==> src/rtl/alu_pkg.sv <==
// Shared ALU encodings for the MIPS execute stage: ALU control codes, main-decoder
// ALUOp values and the R-type funct fields the control decoder understands.
package alu_pkg;

  localparam logic [3:0] ALU_ADD = 4'b0010;
  localparam logic [3:0] ALU_SUB = 4'b0110;
  localparam logic [3:0] ALU_AND = 4'b0000;
  localparam logic [3:0] ALU_OR  = 4'b0001;
  localparam logic [3:0] ALU_SLT = 4'b0111;

  typedef enum logic [1:0] {
    ALUOP_ADD   = 2'b00,
    ALUOP_SUB   = 2'b01,
    ALUOP_RTYPE = 2'b10,
    ALUOP_OR    = 2'b11
  } alu_op_t;

  localparam logic [5:0] FUNCT_ADD = 6'b100000;
  localparam logic [5:0] FUNCT_SUB = 6'b100010;
  localparam logic [5:0] FUNCT_AND = 6'b100100;
  localparam logic [5:0] FUNCT_OR  = 6'b100101;
  localparam logic [5:0] FUNCT_SLT = 6'b101010;

endpackage

==> src/rtl/alu_ctrl_dec.sv <==
// Combinational ALUOp/funct to 4-bit ALU control decoder; unsupported R-type funct
// values fall back to ADD and raise illegal so the op still flows downstream.
module alu_ctrl_dec
  import alu_pkg::*;
(
  input  logic [1:0] alu_op,
  input  logic [5:0] funct,
  output logic [3:0] alu_ctrl,
  output logic       illegal
);

  always_comb begin
    alu_ctrl = ALU_ADD;
    illegal  = 1'b0;
    case (alu_op)
      ALUOP_ADD: alu_ctrl = ALU_ADD;
      ALUOP_SUB: alu_ctrl = ALU_SUB;
      ALUOP_OR:  alu_ctrl = ALU_OR;
      default: begin
        case (funct)
          FUNCT_ADD: alu_ctrl = ALU_ADD;
          FUNCT_SUB: alu_ctrl = ALU_SUB;
          FUNCT_AND: alu_ctrl = ALU_AND;
          FUNCT_OR:  alu_ctrl = ALU_OR;
          FUNCT_SLT: alu_ctrl = ALU_SLT;
          default: begin
            alu_ctrl = ALU_ADD;
            illegal  = 1'b1;
          end
        endcase
      end
    endcase
  end

endmodule

==> src/rtl/alu_issue.sv <==
// Execute-stage issue/capture: S1 registers drive the external ALU, S2 captures its result.
// Optional completed-op counter enabled by defining ALU_ISSUE_STATS_EN.
module alu_issue
  import alu_pkg::*;
#(
  parameter int WIDTH = 32
) (
  input  logic             clk,
  input  logic             rst,
  input  logic             in_valid,
  output logic             in_ready,
  input  logic [1:0]       alu_op,
  input  logic [5:0]       funct,
  input  logic             alu_src,
  input  logic [WIDTH-1:0] rs_data,
  input  logic [WIDTH-1:0] rt_data,
  input  logic [WIDTH-1:0] imm,
  output logic [WIDTH-1:0] alu_a,
  output logic [WIDTH-1:0] alu_b,
  output logic [3:0]       alu_ctrl,
  input  logic [WIDTH-1:0] alu_result,
  input  logic             alu_zero,
  output logic             out_valid,
  input  logic             out_ready,
  output logic [WIDTH-1:0] out_result,
  output logic             out_zero,
  output logic             out_illegal,
  output logic [15:0]      op_count
);

  logic       s1_valid;
  logic       s1_illegal;
  logic       s2_free;
  logic       accept;
  logic       advance;
  logic [3:0] dec_ctrl;
  logic       dec_illegal;

  alu_ctrl_dec u_dec (
    .alu_op   (alu_op),
    .funct    (funct),
    .alu_ctrl (dec_ctrl),
    .illegal  (dec_illegal)
  );

  // Readiness looks only at stage occupancy and out_ready, never at in_valid.
  assign s2_free  = !out_valid || out_ready;
  assign in_ready = !s1_valid || s2_free;
  assign accept   = in_valid && in_ready;
  assign advance  = s1_valid && s2_free;

  always_ff @(posedge clk or posedge rst) begin
    if (rst) begin
      s1_valid   <= 1'b0;
      s1_illegal <= 1'b0;
      alu_a      <= '0;
      alu_b      <= '0;
      alu_ctrl   <= ALU_ADD;
    end else if (accept) begin
      s1_valid   <= 1'b1;
      s1_illegal <= dec_illegal;
      alu_a      <= rs_data;
      alu_b      <= alu_src ? imm : rt_data;
      alu_ctrl   <= dec_ctrl;
    end else if (advance) begin
      s1_valid <= 1'b0;
    end
  end

  always_ff @(posedge clk or posedge rst) begin
    if (rst) begin
      out_valid   <= 1'b0;
      out_result  <= '0;
      out_zero    <= 1'b0;
      out_illegal <= 1'b0;
    end else if (s2_free) begin
      out_valid <= s1_valid;
      if (s1_valid) begin
        out_result  <= alu_result;
        out_zero    <= alu_zero;
        out_illegal <= s1_illegal;
      end
    end
  end

`ifdef ALU_ISSUE_STATS_EN
  logic [15:0] count_q;

  always_ff @(posedge clk or posedge rst) begin
    if (rst) begin
      count_q <= '0;
    end else if (out_valid && out_ready && count_q != 16'hFFFF) begin
      count_q <= count_q + 16'd1;
    end
  end

  assign op_count = count_q;
`else
  assign op_count = '0;
`endif

endmodule

==> config.mk <==
export PLATFORM = sky130hd
export DESIGN_NAME = alu_issue
export DESIGN_NICKNAME = d
export VERILOG_FILES = /design/src/rtl/alu_pkg.sv /design/src/rtl/alu_ctrl_dec.sv /design/src/rtl/alu_issue.sv
export SDC_FILE = /design/constraint.sdc
export NUM_CORES = 1
export LEC_CHECK = 0
export ABC_CLOCK_PERIOD_IN_PS = 7800
export CORE_ASPECT_RATIO = 2
export CORE_MARGIN = 8
export CORE_UTILIZATION = 41
export CTS_CLUSTER_DIAMETER = 120
export DETAILED_ROUTE_END_ITERATION = 16
export GPL_TIMING_DRIVEN = 0
export PLACE_DENSITY_LB_ADDON = 0.08
export SYNTH_ARGS = -nofsm -noshare
export SYNTH_HDL_FRONTEND = slang
export SYNTH_SLANG_ARGS = --single-unit
==> constraint.sdc <==
create_clock -name clk -period 7.8 [get_ports clk]
set_clock_uncertainty 0.15 [all_clocks]
set_input_delay 1.56 -clock clk [delete_from_list [all_inputs] [get_ports clk]]
set_output_delay 1.56 -clock clk [all_outputs]
set_load 0.01 [all_outputs]
Word-level counts from Yosys, hierarchy flattened
Cells that the tools add are included.
- output and inout port bits: 120
- register bits after elaboration: 105
- logic and storage cells: 34
- eq/ne operators: 7
- reduce and logical (&&, ||, !) cells: 11
- mux-type cells: 7
- operators with widths (cell ; count):
    32-bit two-way mux ; 1
    6-bit equality test (second input constant) ; 5
    3-bit one-hot mux with 4 select lines ; 1
    4-bit one-hot mux with 3 select lines ; 1
    5-bit OR reduction ; 1
    1-bit two-way mux ; 4
    3-bit OR reduction ; 1
    2-bit by 1-bit equality test with 1-bit output (second input constant) ; 1
    2-bit equality test (second input constant) ; 1
    1-bit logical AND ; 2
    1-bit zero test ; 2
    2-bit zero test ; 1
    1-bit logical OR ; 2
    2-bit AND reduction ; 1
    2-bit nonzero test ; 1

Depth between registers and ports, before layout
- word-level depth: 5
- mapped depth: 6
- depth with buffers taken out: 4

By module
From an unflattened synthesis, not the netlist that was laid out.
- cells, all modules: 337
- area, all modules: 4735.8 µm²
- by module, submodules not included (module ; instances ; area each (µm²) ; cells an instance):
    alu_issue ; 1 ; 4616.9 ; 320
    alu_ctrl_dec ; 1 ; 118.9 ; 17

Worst setup path before layout
Ideal clock, no wire load.
- kind: input-to-output
- start: in out_ready
- end: out in_ready
- arrival time: 1733 ps
- slack: 4357 ps
- stages: 1
- cells stage by stage: nand3b_4
- longest elaborated chain between the ends: 2
- RTL lines (item ; RTL line ; RTL):
    from (decl) ; alu_issue.sv:24 ; input logic out_ready,
    1-bit logical OR ; alu_issue.sv:47 ; assign s2_free = !out_valid || out_ready;
    1-bit logical OR ; alu_issue.sv:48 ; assign in_ready = !s1_valid || s2_free;
    to (decl) ; alu_issue.sv:11 ; output logic in_ready,
No other way between the ends.

Final worst setup path
Same ends and word-level chain as after synthesis.

==> reports/summary.txt <==
CP Depth: 3
Most used cell along the critical path: clkdlybuf4s50_1
Dpl cells: 728
Post-synthesis simple-gate area fraction: 0.0521
Ys async rst share: 1.00
Synthesized instance count: 328
Number of buffers created by CTS: 9
Final Core Density: 0.694
Post-synthesis adder-cell area fraction: 0
Initial antenna violation count: 0
H-tree level count: 3
Routed wire per std cell: 18.0 µm
PortBufs: 243
Largest net degree at the start of global routing: 61
Post-synthesis mux area share: 0.264
Vias/cell: 4.71
Outcome: finished, final reports clean
DP Area: 7260 µm²
GPL Wtd Cong: 0.749
Last element of the critical path: in_ready
DRC marker count from the first detailed-route iteration: 65
Max Slew Vio Count: 0
Final setup fails: 0
Synth Register Bits: 104
Total grt overflow: 0
First-pass GRT wire length: 21000 µm
Setup CP Type: input port to output port
Post-synthesis cell area: 4560 µm²
Layout Area Growth over Synthesis: 65.4%
Hold depth: 2
# Post-CTS Setup Buffers: 0
CTS tree: done
DP HPWL: 11100 µm
Delay-heaviest family, CP: buffers and inverters
Synth warnings: 0
FP Rows: 54
CP startpoint kind: input port
DRC: 0
Initial DRT Pass Iterations: 4
Worst R2R Path Depth: 5
Starting Density: 0.419
Die height: 165 µm
Final hold violation count: 0
Via count: 3499
Post-synth EDFFs: 0
Largest family of logic cells by synthesized area: multiplexers
CP bufs+invs: 2
Reg2reg setup slack: 6.29 ns
Worst setup EP type: output port
WHS: 0.326 ns
Worst slew margin: 0.624
Worst IR Drop VDD: 0.129 mV
Worst-path clk slew: 0.06 ns
Critical Path Slowest Stage Cell: clkdlybuf4s50_1
Synth area leaders: dfrtp_1, mux2_4, mux2_2, mux2i_1, o21ai_0
Die area: 15000 µm²
RR Startpoint: s1_valid
Final Cell Area: 7550 µm²
Crit-path cells: clkdlybuf4s50_1 -> nand3b_4 -> clkdlybuf4s50_1
Sequential share of the synthesized area: 0.571
Clock latency on the worst-skew pair: 0.33 ns
Setup Total Neg Slack: 0 ns
Complex-gate fraction of the synthesized area: 0.0453
Dominant cell type by area after synthesis: dfrtp_1
Cts-stage hold buffer count: 0
Final #Nets: 741
HP Class: flip-flop to flip-flop
Synth Area in XOR/XNOR: 0
Layout cell share with drive strength beyond 1: 0.202
FILL cells: 849
Vias in the first global route: 3880
Max Buffers Root-to-Sink: 2
Max capacitance violation total: 0
Pleak: 3.35 nW
CTS Sinks: 104
Drt total wl: 13400 µm
Worst-Margin Slew: 0.564 ns
Io pins: 262
Top_reg_cell synth: dfrtp_1
Tmin final: 4.49 ns
Count leader, synth: dfrtp_1
Synth unique cells: 29
R2r endpoint: alu_a[1]
Core footprint: 10900 µm²
Post-route ant nets: 0
Power Density: 208 nW/µm²
Clock root buffer: clkbuf_16
Worst path max stage delay: 0.57 ns
Final Non-Filler Cells: 743
CP required: 6.09 ns
Ant diodes: 0
Avg Cell Area, Syn: 13.9 µm²
Period utilisation layout: 0.575
Die W: 90.6 µm
Top-area cell type share of the netlist area: 0.565
Top cells by count, synth: dfrtp_1, mux2_2, o21ai_0, nand2_1
Critical Path AT: 2.78 ns
Timing-limited maximum frequency: 0.223 GHz
CP max FO: 4
RSZ-0062 raised after global routing: no
Crit path from: out_ready
Post-CTS sizing: 0
Gr usage total: 0.179
## worst min path at each step
stage,from,end,slack [ns]
finish,alu_b[22],alu_b[22],0.33
global route,alu_b[20],alu_b[20],0.35
CTS,alu_b[22],alu_b[22],0.33
detailed placement,alu_b[22],alu_b[22],0.32
global placement,alu_b[23],alu_b[23],0.31
floorplan,s1_illegal,s1_illegal,0.32
## stage by stage
| stage | total power [mW] | setup slack [ns] |
|---|---|---|
| floorplan | 0.864 | 3.36 |
| global placement | 1.14 | 1.83 |
| detailed placement | 1.15 | 3.32 |
| CTS | 1.59 | 3.31 |
| global route | 1.65 | 3.26 |
| finish | 1.57 | 3.31 |
## layout by cell type (no fill, tap or decap), types with 3 or more instances in the layout
master,n
buf_12,4
buf_2,8
buf_4,17
buf_6,4
clkbuf_1,3
clkbuf_16,9
clkdlybuf4s50_1,243
conb_1,17
dfrtp_1,103
mux2_2,36
mux2_4,32
mux2i_1,32
nand2_1,34
nand2b_1,4
o21ai_0,35
## worst reg2reg max path: stages, from the launching register on
cell and delay [ns]:
dfrtp_1 0.41, nand3b_4 0.12, nand2_4 0.11, buf_12 0.14
buf_6 0.16, mux2_4 0.30
## final cells by class
type	count	area, µm²	area share
inverters	1	6.26	0.000829
clock buffers	10	229	0.0303
well taps	140	175	0.0232
flip-flops and latches	104	2600	0.345
multi-input cells	204	1710	0.227
repair buffers	244	2460	0.326
plain buffers	35	300	0.0398
clock inverters	5	58.8	0.00779
## cell families (layout without fill, tap and decap cells)
logic type | Yosys count | after routing
compound gates | 39 | 39
buf+inv | 36 | 295
flops | 104 | 104
mux | 100 | 100
other cells | 1 | 17
simple gates | 48 | 48
## layer usage
layer | global-route usage | wire, µm | vias up
met5 | 0 | 0 | -
met4 | 0.0793 | 406 | 0
met3 | 0.0742 | 1220 | 20
met2 | 0.320 | 7200 | 162
met1 | 0.178 | 4560 | 1679
li1 | - | - | 1638
## flip-flops by register name, summed over array words and instances, names as in the netlist
signal       count
out_valid        1
s1_valid         1
out_illegal      1
alu_a           32
alu_ctrl         3
s1_illegal       1
alu_b           32
out_result      32
out_zero         1
## power by group
| part | total [mW] | internal (mW) | switching (mW) |
|---|---|---|---|
| clock network | 0.437 | 0.247 | 0.190 |
| registers | 0.666 | 0.622 | 0.0434 |
| logic | 0.467 | 0.297 | 0.170 |
| total | 1.57 | 1.17 | 0.403 |
(Power assumes the default switching activity.)
